### src/rtl/rgb_frame_loader_if.sv
// Pixel stream and committed-frame interface of rgb_frame_loader.
//   sof        start-of-frame strobe (one cycle)
//   din        pixel byte, transferred when din_valid && din_ready
//   din_valid  din is valid this cycle
//   din_ready  loader accepts din this cycle
//   bright     global brightness, sampled with every byte
//   rgb_data_01..08  committed frame, 8 LEDs (24 bytes) per bus, MSB of a byte at the lowest index
//   frame_done one-cycle pulse on commit
//   frame_err  one-cycle pulse when a partial frame is aborted
//   busy       frame loading or committing
interface rgb_frame_loader_if;
    logic         sof;
    logic [7:0]   din;
    logic         din_valid;
    logic         din_ready;
    logic [7:0]   bright;
    logic [0:191] rgb_data_01;
    logic [0:191] rgb_data_02;
    logic [0:191] rgb_data_03;
    logic [0:191] rgb_data_04;
    logic [0:191] rgb_data_05;
    logic [0:191] rgb_data_06;
    logic [0:191] rgb_data_07;
    logic [0:191] rgb_data_08;
    logic         frame_done;
    logic         frame_err;
    logic         busy;

    modport master (
        output sof, din, din_valid, bright,
        input  din_ready, rgb_data_01, rgb_data_02, rgb_data_03, rgb_data_04,
               rgb_data_05, rgb_data_06, rgb_data_07, rgb_data_08,
               frame_done, frame_err, busy
    );

    modport slave (
        input  sof, din, din_valid, bright,
        output din_ready, rgb_data_01, rgb_data_02, rgb_data_03, rgb_data_04,
               rgb_data_05, rgb_data_06, rgb_data_07, rgb_data_08,
               frame_done, frame_err, busy
    );
endinterface

### src/rtl/rgb_frame_loader.sv
// Upstream stage of the 64-LED WS2812B driver. Collects 192 pixel bytes
// (G,R,B per LED) into a shadow buffer through a one-register brightness
// scaling stage and commits the complete frame to eight 192-bit buses at once.
// Ports:
//   clk    system clock, rising edge
//   rst_n  asynchronous active-low reset
//   bus    rgb_frame_loader_if.slave (stream in, committed frame and flags out)
//
// state  | meaning
// IDLE   | waiting for SOF; accepted bytes are dropped
// LOAD   | collecting bytes 0..191, idle timer running
// COMMIT | one cycle after byte 191; stream stalled while the last byte lands
module rgb_frame_loader #(
    parameter int TIMEOUT_CYCLES = 1200000,
    parameter bit SCALE_EN       = 1'b1
) (
    input logic               clk,
    input logic               rst_n,
    rgb_frame_loader_if.slave bus
);
    localparam int             TW        = $clog2(TIMEOUT_CYCLES + 1);
    localparam logic [TW-1:0]  TMR_LOAD  = TW'(TIMEOUT_CYCLES - 1);
    localparam logic [7:0]     LAST_BYTE = 8'd191;

    typedef enum logic [1:0] {IDLE, LOAD, COMMIT} state_t;

    state_t        state;
    logic [7:0]    ptr;
    logic [TW-1:0] tmr;
    logic          commit_pend;
    logic          din_ready_q;
    logic          busy_q;
    logic          frame_done_q;
    logic          frame_err_q;

    logic          pipe_valid;
    logic [7:0]    pipe_data;
    logic [7:0]    pipe_idx;

    logic [7:0]    shadow [0:191];
    logic [0:191]  out_q  [0:7];

    logic          xfer;
    logic [15:0]   prod;
    logic [7:0]    scaled;

    assign xfer   = bus.din_valid & din_ready_q;
    assign prod   = {8'd0, bus.din} * ({8'd0, bus.bright} + 16'd1);
    assign scaled = SCALE_EN ? 8'(prod >> 8) : bus.din;

    // Control FSM. The idle timer is a down-counter reloaded on every accepted
    // byte and on SOF; reaching zero with nothing accepted aborts the frame.
    // commit_pend delays the shadow->output copy by one cycle so the final
    // pipeline write has landed in the shadow before it is copied.
    always_ff @(posedge clk or negedge rst_n) begin
        if (!rst_n) begin
            state        <= IDLE;
            ptr          <= '0;
            tmr          <= TMR_LOAD;
            commit_pend  <= 1'b0;
            din_ready_q  <= 1'b0;
            busy_q       <= 1'b0;
            frame_done_q <= 1'b0;
            frame_err_q  <= 1'b0;
            pipe_valid   <= 1'b0;
            pipe_data    <= '0;
            pipe_idx     <= '0;
        end else begin
            frame_done_q <= 1'b0;
            frame_err_q  <= 1'b0;
            pipe_valid   <= 1'b0;

            if (commit_pend) begin
                commit_pend  <= 1'b0;
                frame_done_q <= 1'b1;
            end

            case (state)
                IDLE: begin
                    din_ready_q <= 1'b1;
                    if (bus.sof) begin
                        state  <= LOAD;
                        busy_q <= 1'b1;
                        tmr    <= TMR_LOAD;
                        if (xfer) begin
                            pipe_valid <= 1'b1;
                            pipe_data  <= scaled;
                            pipe_idx   <= 8'd0;
                            ptr        <= 8'd1;
                        end else begin
                            ptr <= 8'd0;
                        end
                    end
                end

                LOAD: begin
                    if (bus.sof) begin
                        // restart: the byte in this cycle (if any) is byte 0
                        if (ptr != 8'd0) frame_err_q <= 1'b1;
                        tmr <= TMR_LOAD;
                        if (xfer) begin
                            pipe_valid <= 1'b1;
                            pipe_data  <= scaled;
                            pipe_idx   <= 8'd0;
                            ptr        <= 8'd1;
                        end else begin
                            ptr <= 8'd0;
                        end
                    end else if (xfer) begin
                        pipe_valid <= 1'b1;
                        pipe_data  <= scaled;
                        pipe_idx   <= ptr;
                        tmr        <= TMR_LOAD;
                        if (ptr == LAST_BYTE) begin
                            state       <= COMMIT;
                            ptr         <= 8'd0;
                            din_ready_q <= 1'b0;
                        end else begin
                            ptr <= ptr + 8'd1;
                        end
                    end else if (tmr == '0) begin
                        state       <= IDLE;
                        ptr         <= 8'd0;
                        busy_q      <= 1'b0;
                        frame_err_q <= 1'b1;
                    end else begin
                        tmr <= tmr - TW'(1);
                    end
                end

                COMMIT: begin
                    state       <= IDLE;
                    commit_pend <= 1'b1;
                    din_ready_q <= 1'b1;
                    busy_q      <= 1'b0;
                end

                default: begin
                    state       <= IDLE;
                    din_ready_q <= 1'b0;
                    busy_q      <= 1'b0;
                end
            endcase
        end
    end

    always_ff @(posedge clk or negedge rst_n) begin
        if (!rst_n) begin
            for (int k = 0; k < 192; k++) shadow[k] <= '0;
        end else if (pipe_valid) begin
            shadow[pipe_idx] <= pipe_data;
        end
    end

    // Byte k lands on bus k/24, byte MSB at the lowest bit index.
    always_ff @(posedge clk or negedge rst_n) begin
        if (!rst_n) begin
            for (int j = 0; j < 8; j++) out_q[j] <= '0;
        end else if (commit_pend) begin
            for (int k = 0; k < 192; k++) out_q[k / 24][(k % 24) * 8 +: 8] <= shadow[k];
        end
    end

    assign bus.din_ready   = din_ready_q;
    assign bus.busy        = busy_q;
    assign bus.frame_done  = frame_done_q;
    assign bus.frame_err   = frame_err_q;
    assign bus.rgb_data_01 = out_q[0];
    assign bus.rgb_data_02 = out_q[1];
    assign bus.rgb_data_03 = out_q[2];
    assign bus.rgb_data_04 = out_q[3];
    assign bus.rgb_data_05 = out_q[4];
    assign bus.rgb_data_06 = out_q[5];
    assign bus.rgb_data_07 = out_q[6];
    assign bus.rgb_data_08 = out_q[7];
endmodule
### src/flat_wrapper.sv
// flat-port wrapper written by rule: the top's interface ports become plain ports
module rgb_frame_loader_flat 
#(
    parameter int TIMEOUT_CYCLES = 1200000,
    parameter bit SCALE_EN       = 1'b1
)
  (clk, rst_n, bus_sof, bus_din, bus_din_valid, bus_bright, bus_din_ready, bus_rgb_data_01, bus_rgb_data_02, bus_rgb_data_03, bus_rgb_data_04, bus_rgb_data_05, bus_rgb_data_06, bus_rgb_data_07, bus_rgb_data_08, bus_frame_done, bus_frame_err, bus_busy);
  rgb_frame_loader_if bus_i ();
  input logic clk;
  input logic rst_n;
  input wire logic [$bits(bus_i.sof)-1:0] bus_sof;
  input wire logic [$bits(bus_i.din)-1:0] bus_din;
  input wire logic [$bits(bus_i.din_valid)-1:0] bus_din_valid;
  input wire logic [$bits(bus_i.bright)-1:0] bus_bright;
  output wire logic [$bits(bus_i.din_ready)-1:0] bus_din_ready;
  output wire logic [$bits(bus_i.rgb_data_01)-1:0] bus_rgb_data_01;
  output wire logic [$bits(bus_i.rgb_data_02)-1:0] bus_rgb_data_02;
  output wire logic [$bits(bus_i.rgb_data_03)-1:0] bus_rgb_data_03;
  output wire logic [$bits(bus_i.rgb_data_04)-1:0] bus_rgb_data_04;
  output wire logic [$bits(bus_i.rgb_data_05)-1:0] bus_rgb_data_05;
  output wire logic [$bits(bus_i.rgb_data_06)-1:0] bus_rgb_data_06;
  output wire logic [$bits(bus_i.rgb_data_07)-1:0] bus_rgb_data_07;
  output wire logic [$bits(bus_i.rgb_data_08)-1:0] bus_rgb_data_08;
  output wire logic [$bits(bus_i.frame_done)-1:0] bus_frame_done;
  output wire logic [$bits(bus_i.frame_err)-1:0] bus_frame_err;
  output wire logic [$bits(bus_i.busy)-1:0] bus_busy;
  assign bus_i.sof = bus_sof;
  assign bus_i.din = bus_din;
  assign bus_i.din_valid = bus_din_valid;
  assign bus_i.bright = bus_bright;
  assign bus_din_ready = bus_i.din_ready;
  assign bus_rgb_data_01 = bus_i.rgb_data_01;
  assign bus_rgb_data_02 = bus_i.rgb_data_02;
  assign bus_rgb_data_03 = bus_i.rgb_data_03;
  assign bus_rgb_data_04 = bus_i.rgb_data_04;
  assign bus_rgb_data_05 = bus_i.rgb_data_05;
  assign bus_rgb_data_06 = bus_i.rgb_data_06;
  assign bus_rgb_data_07 = bus_i.rgb_data_07;
  assign bus_rgb_data_08 = bus_i.rgb_data_08;
  assign bus_frame_done = bus_i.frame_done;
  assign bus_frame_err = bus_i.frame_err;
  assign bus_busy = bus_i.busy;
  rgb_frame_loader #(.TIMEOUT_CYCLES(TIMEOUT_CYCLES), .SCALE_EN(SCALE_EN)) u_core (.clk(clk), .rst_n(rst_n), .bus(bus_i));
endmodule
### config.mk
export PLATFORM = sky130hd
export DESIGN_NAME = rgb_frame_loader_flat
export DESIGN_NICKNAME = d
export VERILOG_FILES = /design/src/rtl/rgb_frame_loader_if.sv /design/src/rtl/rgb_frame_loader.sv /design/src/flat_wrapper.sv
export SDC_FILE = /design/constraint.sdc
export NUM_CORES = 2
export LEC_CHECK = 0
export CORE_AREA = 2 2 610 612
export CTS_BUF_LIST = sky130_fd_sc_hd__clkbuf_8
export DETAILED_ROUTE_END_ITERATION = 8
export DIE_AREA = 0 0 612 614
export PLACE_DENSITY_LB_ADDON = 0.1
export SLEW_MARGIN = 20
export SYNTH_ARGS = -nofsm -noshare
export SYNTH_HDL_FRONTEND = slang
export SYNTH_SLANG_ARGS = --single-unit
### constraint.sdc
create_clock -name clk -period 3.6 [get_ports clk]
set_input_delay 0.36 -clock clk [delete_from_list [all_inputs] [get_ports clk]]
set_output_delay 0.36 -clock clk [all_outputs]
set_load 0.05 [all_outputs]
After elaboration in Yosys (flattened, before gate mapping). Cells that the tools add are included.

Output and inout port bits: 1540. Bits in latches: 0. Logic and storage cells: 294. Memories kept: 0. Input bits: 20. Memory bits (read-only): 0. RAM bits: 0. Flip-flop bits (word level): 3125.

Divide/modulo/power cells: 0. Reduce and logical (&&, ||, !) cells: 13. Mux-type cells: 48. Add/sub/neg operators: 3. Bitwise gates (word level): 2. Order comparisons: 2. Shift-type cells: 0. $mul: 1. Equality and inequality tests: 14.

Operator list (number): $bwmux 1536 (1); $mux 8 (12); $mux 21 (4); $demux 8 s8 (1); $pmux 8 s2 (3); $pmux 21 s2 (1); $logic_not 21->1 (1); $sub 21x1->21 const B (1); $mux 1 (17); $mul 8x16->16 (1); $reduce_and 3->1 (4); $mux 2 (5); $add 8x1->9 const B (1); $ge 9x9->1 const B (1); $lt 9x1->1 const B (1); $not 8->9 (1); $add 8x1->8 const B (1); $eq 8x8->1 const B (1); $reduce_and 4->1 (2); $reduce_bool 8->1 (1); $ne 2x1->1 const B (3); $ne 2x2->1 const B (3); $pmux 1 s2 (3); $ne 4x2->1 const B (1); 13 further kinds (13).

Logic depth before layout (Yosys ltp).
Depth after elaboration: 6. Depth in mapped cells: 17. Mapped depth without buffers: 17.

Worst setup path before layout. No wires, ideal clock.

Kind: input to register. From: input port bus_bright[0]. To: register u_core.pipe_data[6]. Stages: 17. Setup time: 116 ps. Data required time: 3484 ps. Data arrival time: 4866 ps. Path buffers: 0. Path slack: -1382 ps. Path through: ha_1 > nand3_1 > nor2_1 > xnor2_1 > nor2b_1 > fa_1 > fa_1 > fa_1 > inv_1 > fa_1 > inv_1 > ha_1 > a21o_1 > a221o_1 > a2111oi_0 > a21bo_2 > o311ai_0.

Word-level cells in the longest chain between the ends: 5.

RTL lines: start, declared (RTL line flat_wrapper.sv:14) `input wire logic [$bits(bus_i.bright)-1:0] bus_bright;`; $add 8x1->9 (*) (RTL line rgb_frame_loader.sv:48) `assign prod = {8'd0, bus.din} * ({8'd0, bus.bright} + 16'd1);`; $mul 8x16->16 (*) (RTL line rgb_frame_loader.sv:48); $mux 8 (*) (RTL line rgb_frame_loader.sv:85, rgb_frame_loader.sv:101, rgb_frame_loader.sv:109); $mux 8 (RTL line rgb_frame_loader.sv:81) `if (bus.sof) begin`; $pmux 8 s2 (*) (RTL line rgb_frame_loader.sv:78) `case (state)`; end signal, assigned (RTL line rgb_frame_loader.sv:87) `pipe_data <= scaled;`; end signal, assigned (RTL line rgb_frame_loader.sv:103) `pipe_data <= scaled;`; end signal, assigned (RTL line rgb_frame_loader.sv:111) `pipe_data <= scaled;`; end, declared (RTL line rgb_frame_loader.sv:37) `logic [7:0] pipe_data;`.

Mark *: on every way between the ends. The rest lies on a longest branch, timed or not. The select of a mux whose other input is x is not followed. A chain may end at the register's enable or synchronous reset.

Worst setup path in the final report.
From: input port bus_bright[1]. To: register u_core.pipe_data[5].

Same word-level chain as after synthesis.

==> key figures <==
Outcome
  • Status: finished with violations
  • Failing checks: negative setup slack

Synth
  • Synth warn: 0
  • Mean Syn Cell Area: 16.3 µm²
  • Netlist Area Pre-Place: 0.119 mm²
  • Share of the synthesized area in the top cell type: 0.654
  • Number of synthesized flops with an enable pin: 0
  • Area contributors post-synth: dfrtp_1, mux2_2, clkbuf_1
  • Mapped Cells: 7,320
  • Seq/Total Area, Yosys: 0.657
  • Post-synth top area cell: dfrtp_1
  • Yosys reg bits: 3,125
  • Async set-or-reset flop fraction in the synthesized netlist: 1.00
  • Synth Flop Type: dfrtp_1
  • Yosys cell types: 63
  • Syn_nets: 7,416

Power
  • PwrDens: 524 mW/mm²
  • Leakage: 0.0756 µW
  • Maximum VDD drop: 0.365 mV

Min path
  • Hold-critical path depth: 5
  • Hold Path Sink: u_core.ptr[0]
  • Worst Hold Class: input pin to flop
  • Hold Path Origin: bus_din_valid

Route
  • Residual DRC: 0
  • Avg Vias per Cell: 4.76
  • WL final: 433,000 µm
  • Routed wire length per instance: 29.3 µm
  • Antenna-violating nets left: 0
  • Pre-Repair DR Iteration Count: 5
  • Vias: 70,358
  • Initial drt markers: 3,488

Clock tree
  • Clock slew seen by the registers of the worst setup and hold paths: 0.06 ns
  • TritonCTS clock tree: built
  • H-tree Lvls: 6
  • Clock Latency Late Sink: 1.17 ns
  • Clock Tree Buf Depth: 4
  • Clk root buf: clkbuf_8
  • CTS Sinks: 3,125
  • CTS buffer count: 564

Setup path
  • Crit-path slowest cell: fa_1
  • Crit path top cell by count: fa_1
  • Reg2reg end: u_core.shadow[1165]
  • Startpoint types: input pin
  • Maximum fanout along the worst path: 3
  • Crit-path cells: buf_6 > buf_6 > ha_4 > nand3_4 > nor2_4 > buf_4 > and3_4 > and2_4 > fa_1 > fa_1 > fa_1 > inv_1 > fa_1 > inv_2 > ha_4 > and3_4 > a221o_1 > buf_4 > or3_1 > a31o_2
  • Crit path DAT: 4.81 ns
  • WS Path Type: input pin to flop
  • Critical Path RT: 4.66 ns
  • Worst r2r src: u_core.pipe_idx[1]
  • Crit path capture type: flop
  • Flop-to-flop setup slack: 0.34 ns
  • CP max stage delay: 0.56 ns
  • Worst r2r path cells: 5

Job
  • Max Cap Violations: 0

Floorplan
  • Die width: 612 µm
  • # rows: 224
  • Die height: 614 µm
  • # IOs: 1,560
  • Starting density of the core: 0.322
  • Core area: 0.370 mm²
  • Die area: 0.376 mm²

Global routing
  • Vias in the first global route: 76,102
  • GR Overflow Total: 0
  • Met2 Usage GRT: 0.376
  • Met1 Track Usage GR: 0.281
  • Antenna violations before repair: 43
  • Most used routing layer: met2
  • Pin count of the biggest net entering global routing: 124
  • First-pass GRT wire length: 605,000 µm
  • GR Util met3: 0.0579
  • GRT Total Usage: 0.226

STA
  • Setup TNS: -0.396 ns
  • Skew final: 0.0615 ns
  • Fin crit period: 3.75 ns
  • Slew @ Worst Pin: 1.16 ns
  • Relative slew slack: 0.228
  • Post-route setup slack: -0.147 ns
  • Final period utilization: 1.04
  • Fin. Hold Viols: 0
  • # setup viols final: 3
  • FMAX: 267 MHz
  • Hold WS: 0.190 ns
  • Max Slew Vio Count: 0
  • RSZ-0062 raised after global routing: true

Place
  • Final RePlAce weighted congestion: 0.795
  • Detailed Place HPWL: 296,000 µm
  • Place WS: -1.88 ns
  • I/O Buffers: 1,559

Final layout
  • Area Growth Syn to Fin: 30.1%
  • Share of cells above drive strength 1: 0.446
  • Commonest non-fill, non-tap cell in the layout: dfrtp_1
  • Nets: 9,486
  • Commonest cells after routing, fill and taps aside: dfrtp_1, mux2_2, clkdlybuf4s50_1, clkbuf_8, inv_1
## stage by stage
stage / total power, µW / cells / area [µm²] / util
floorplan: 42100 / 7320 / 119000 / -
global placement: 48200 / 13774 / 143000 / 0.387
detailed placement: 48400 / 13775 / 143000 / 0.387
CTS: 82500 / 14762 / 155000 / 0.417
global route: 85000 / 14782 / 155000 / 0.418
finish: 81100 / 14787 / 155000 / 0.418
## worst max path at each step
stage / slack (ns) / cells past startpoint / end / from
global route: -0.23 / 20 / u_core.pipe_data[6] / bus_bright[1]
finish: -0.15 / 20 / u_core.pipe_data[5] / bus_bright[1]
floorplan: -0.93 / 17 / u_core.pipe_data[6] / bus_bright[1]
detailed placement: -1.88 / 19 / u_core.pipe_data[6] / bus_bright[1]
global placement: -1.88 / 19 / u_core.pipe_data[6] / bus_bright[1]
CTS: -0.14 / 19 / u_core.pipe_data[6] / bus_bright[1]
## what timing repair did
action	in CTS	in global routing
hold buffers	5	0
gates resized for setup	35	51
hold endpoints to repair	2141	0
pin swaps	19	43
setup endpoints to repair	8	7
buffers inserted	5	12
gates cloned	0	0
## layout make-up
class	instances	area [µm²]
well taps	4972	6220
clock buffers	700	9630
multi-input cells	3765	39700
flip-flops and latches	3125	78300
repair buffers	1885	19300
fillers	33883	215000
diodes	14	35.0
clock inverters	277	1570
inverters	49	184
## per-layer routing
metal	share of wire	vias to the layer above
met5	0.000030	-
met1	0.41	37789
met2	0.48	1867
li1	-	30026
met3	0.061	674
met4	0.044	2
## worst max-delay path, delay by kind of cell
kind | cells | cell delay [ns]
buffers and inverters | 6 | 0.59
and+or+nand+nor | 6 | 0.91
adders and majority gates | 6 | 2.38
AOI/OAI and AO/OA | 2 | 0.58
## flip-flops by register name (all words and copies together) (netlist names)
name and flops:
u_core.bus.busy 1, u_core.bus.din_ready 1, u_core.bus.frame_done 1, u_core.bus.frame_err 1
u_core.bus.rgb_data_01 192, u_core.bus.rgb_data_02 192, u_core.bus.rgb_data_03 192, u_core.bus.rgb_data_04 192
u_core.bus.rgb_data_05 192, u_core.bus.rgb_data_06 192, u_core.bus.rgb_data_07 192, u_core.bus.rgb_data_08 192
u_core.commit_pend 1, u_core.pipe_data 8, u_core.pipe_idx 8, u_core.pipe_valid 1
u_core.ptr 8, u_core.shadow 1536, u_core.state 2, u_core.tmr 21
## power breakdown
group | leakage, µW | switching, µW | internal (µW) | total (µW)
combinational | 0.0258 | 6190 | 3060 | 9240
sequential | 0.0434 | 1690 | 36800 | 38400
clock | 0.00644 | 15500 | 17900 | 33400
## Yosys cell counts, drive strengths merged, types with 2 or more instances
| cell | instances |
|---|---|
| a2111oi | 2 |
| a211oi | 2 |
| a21o | 6 |
| a21oi | 21 |
| a311oi | 2 |
| a31o | 2 |
| a31oi | 5 |
| a41oi | 2 |
| and2 | 28 |
| and3 | 14 |
| buf | 17 |
| clkbuf | 364 |
| dfrtp | 3111 |
| dfstp | 14 |
| fa | 40 |
| ha | 36 |
| inv | 49 |
| mux2 | 3072 |
| nand2 | 147 |
| nand2b | 16 |
| nand3 | 29 |
| nand3b | 2 |
| nand4 | 6 |
| nor2 | 145 |
| nor2b | 50 |
| nor3 | 21 |
| nor4 | 8 |
| o211ai | 3 |
| o21ai | 44 |
| o21bai | 3 |
| o311ai | 2 |
| o31ai | 3 |
| or2 | 2 |
| or3 | 16 |
| or3b | 2 |
| or4 | 9 |
| xnor2 | 6 |
| xor2 | 7 |
## kinds of logic (layout without fill, tap and decap cells)
logic type / count (synthesis) / after routing / synth area share
AO/OA/AOI/OAI: 106 / 106 / 0.00565
XOR/XNOR: 13 / 13 / 0.000956
adder cells (fa/ha/maj): 76 / 76 / 0.0105
buffers and inverters: 430 / 2911 / 0.0137
flip-flops: 3125 / 3125 / 0.657
multiplexers: 3072 / 3072 / 0.291
other: 0 / 14 / 0
AND/OR/NAND/NOR: 498 / 498 / 0.0215
No activity file was read; power rests on OpenSTA's default activity.
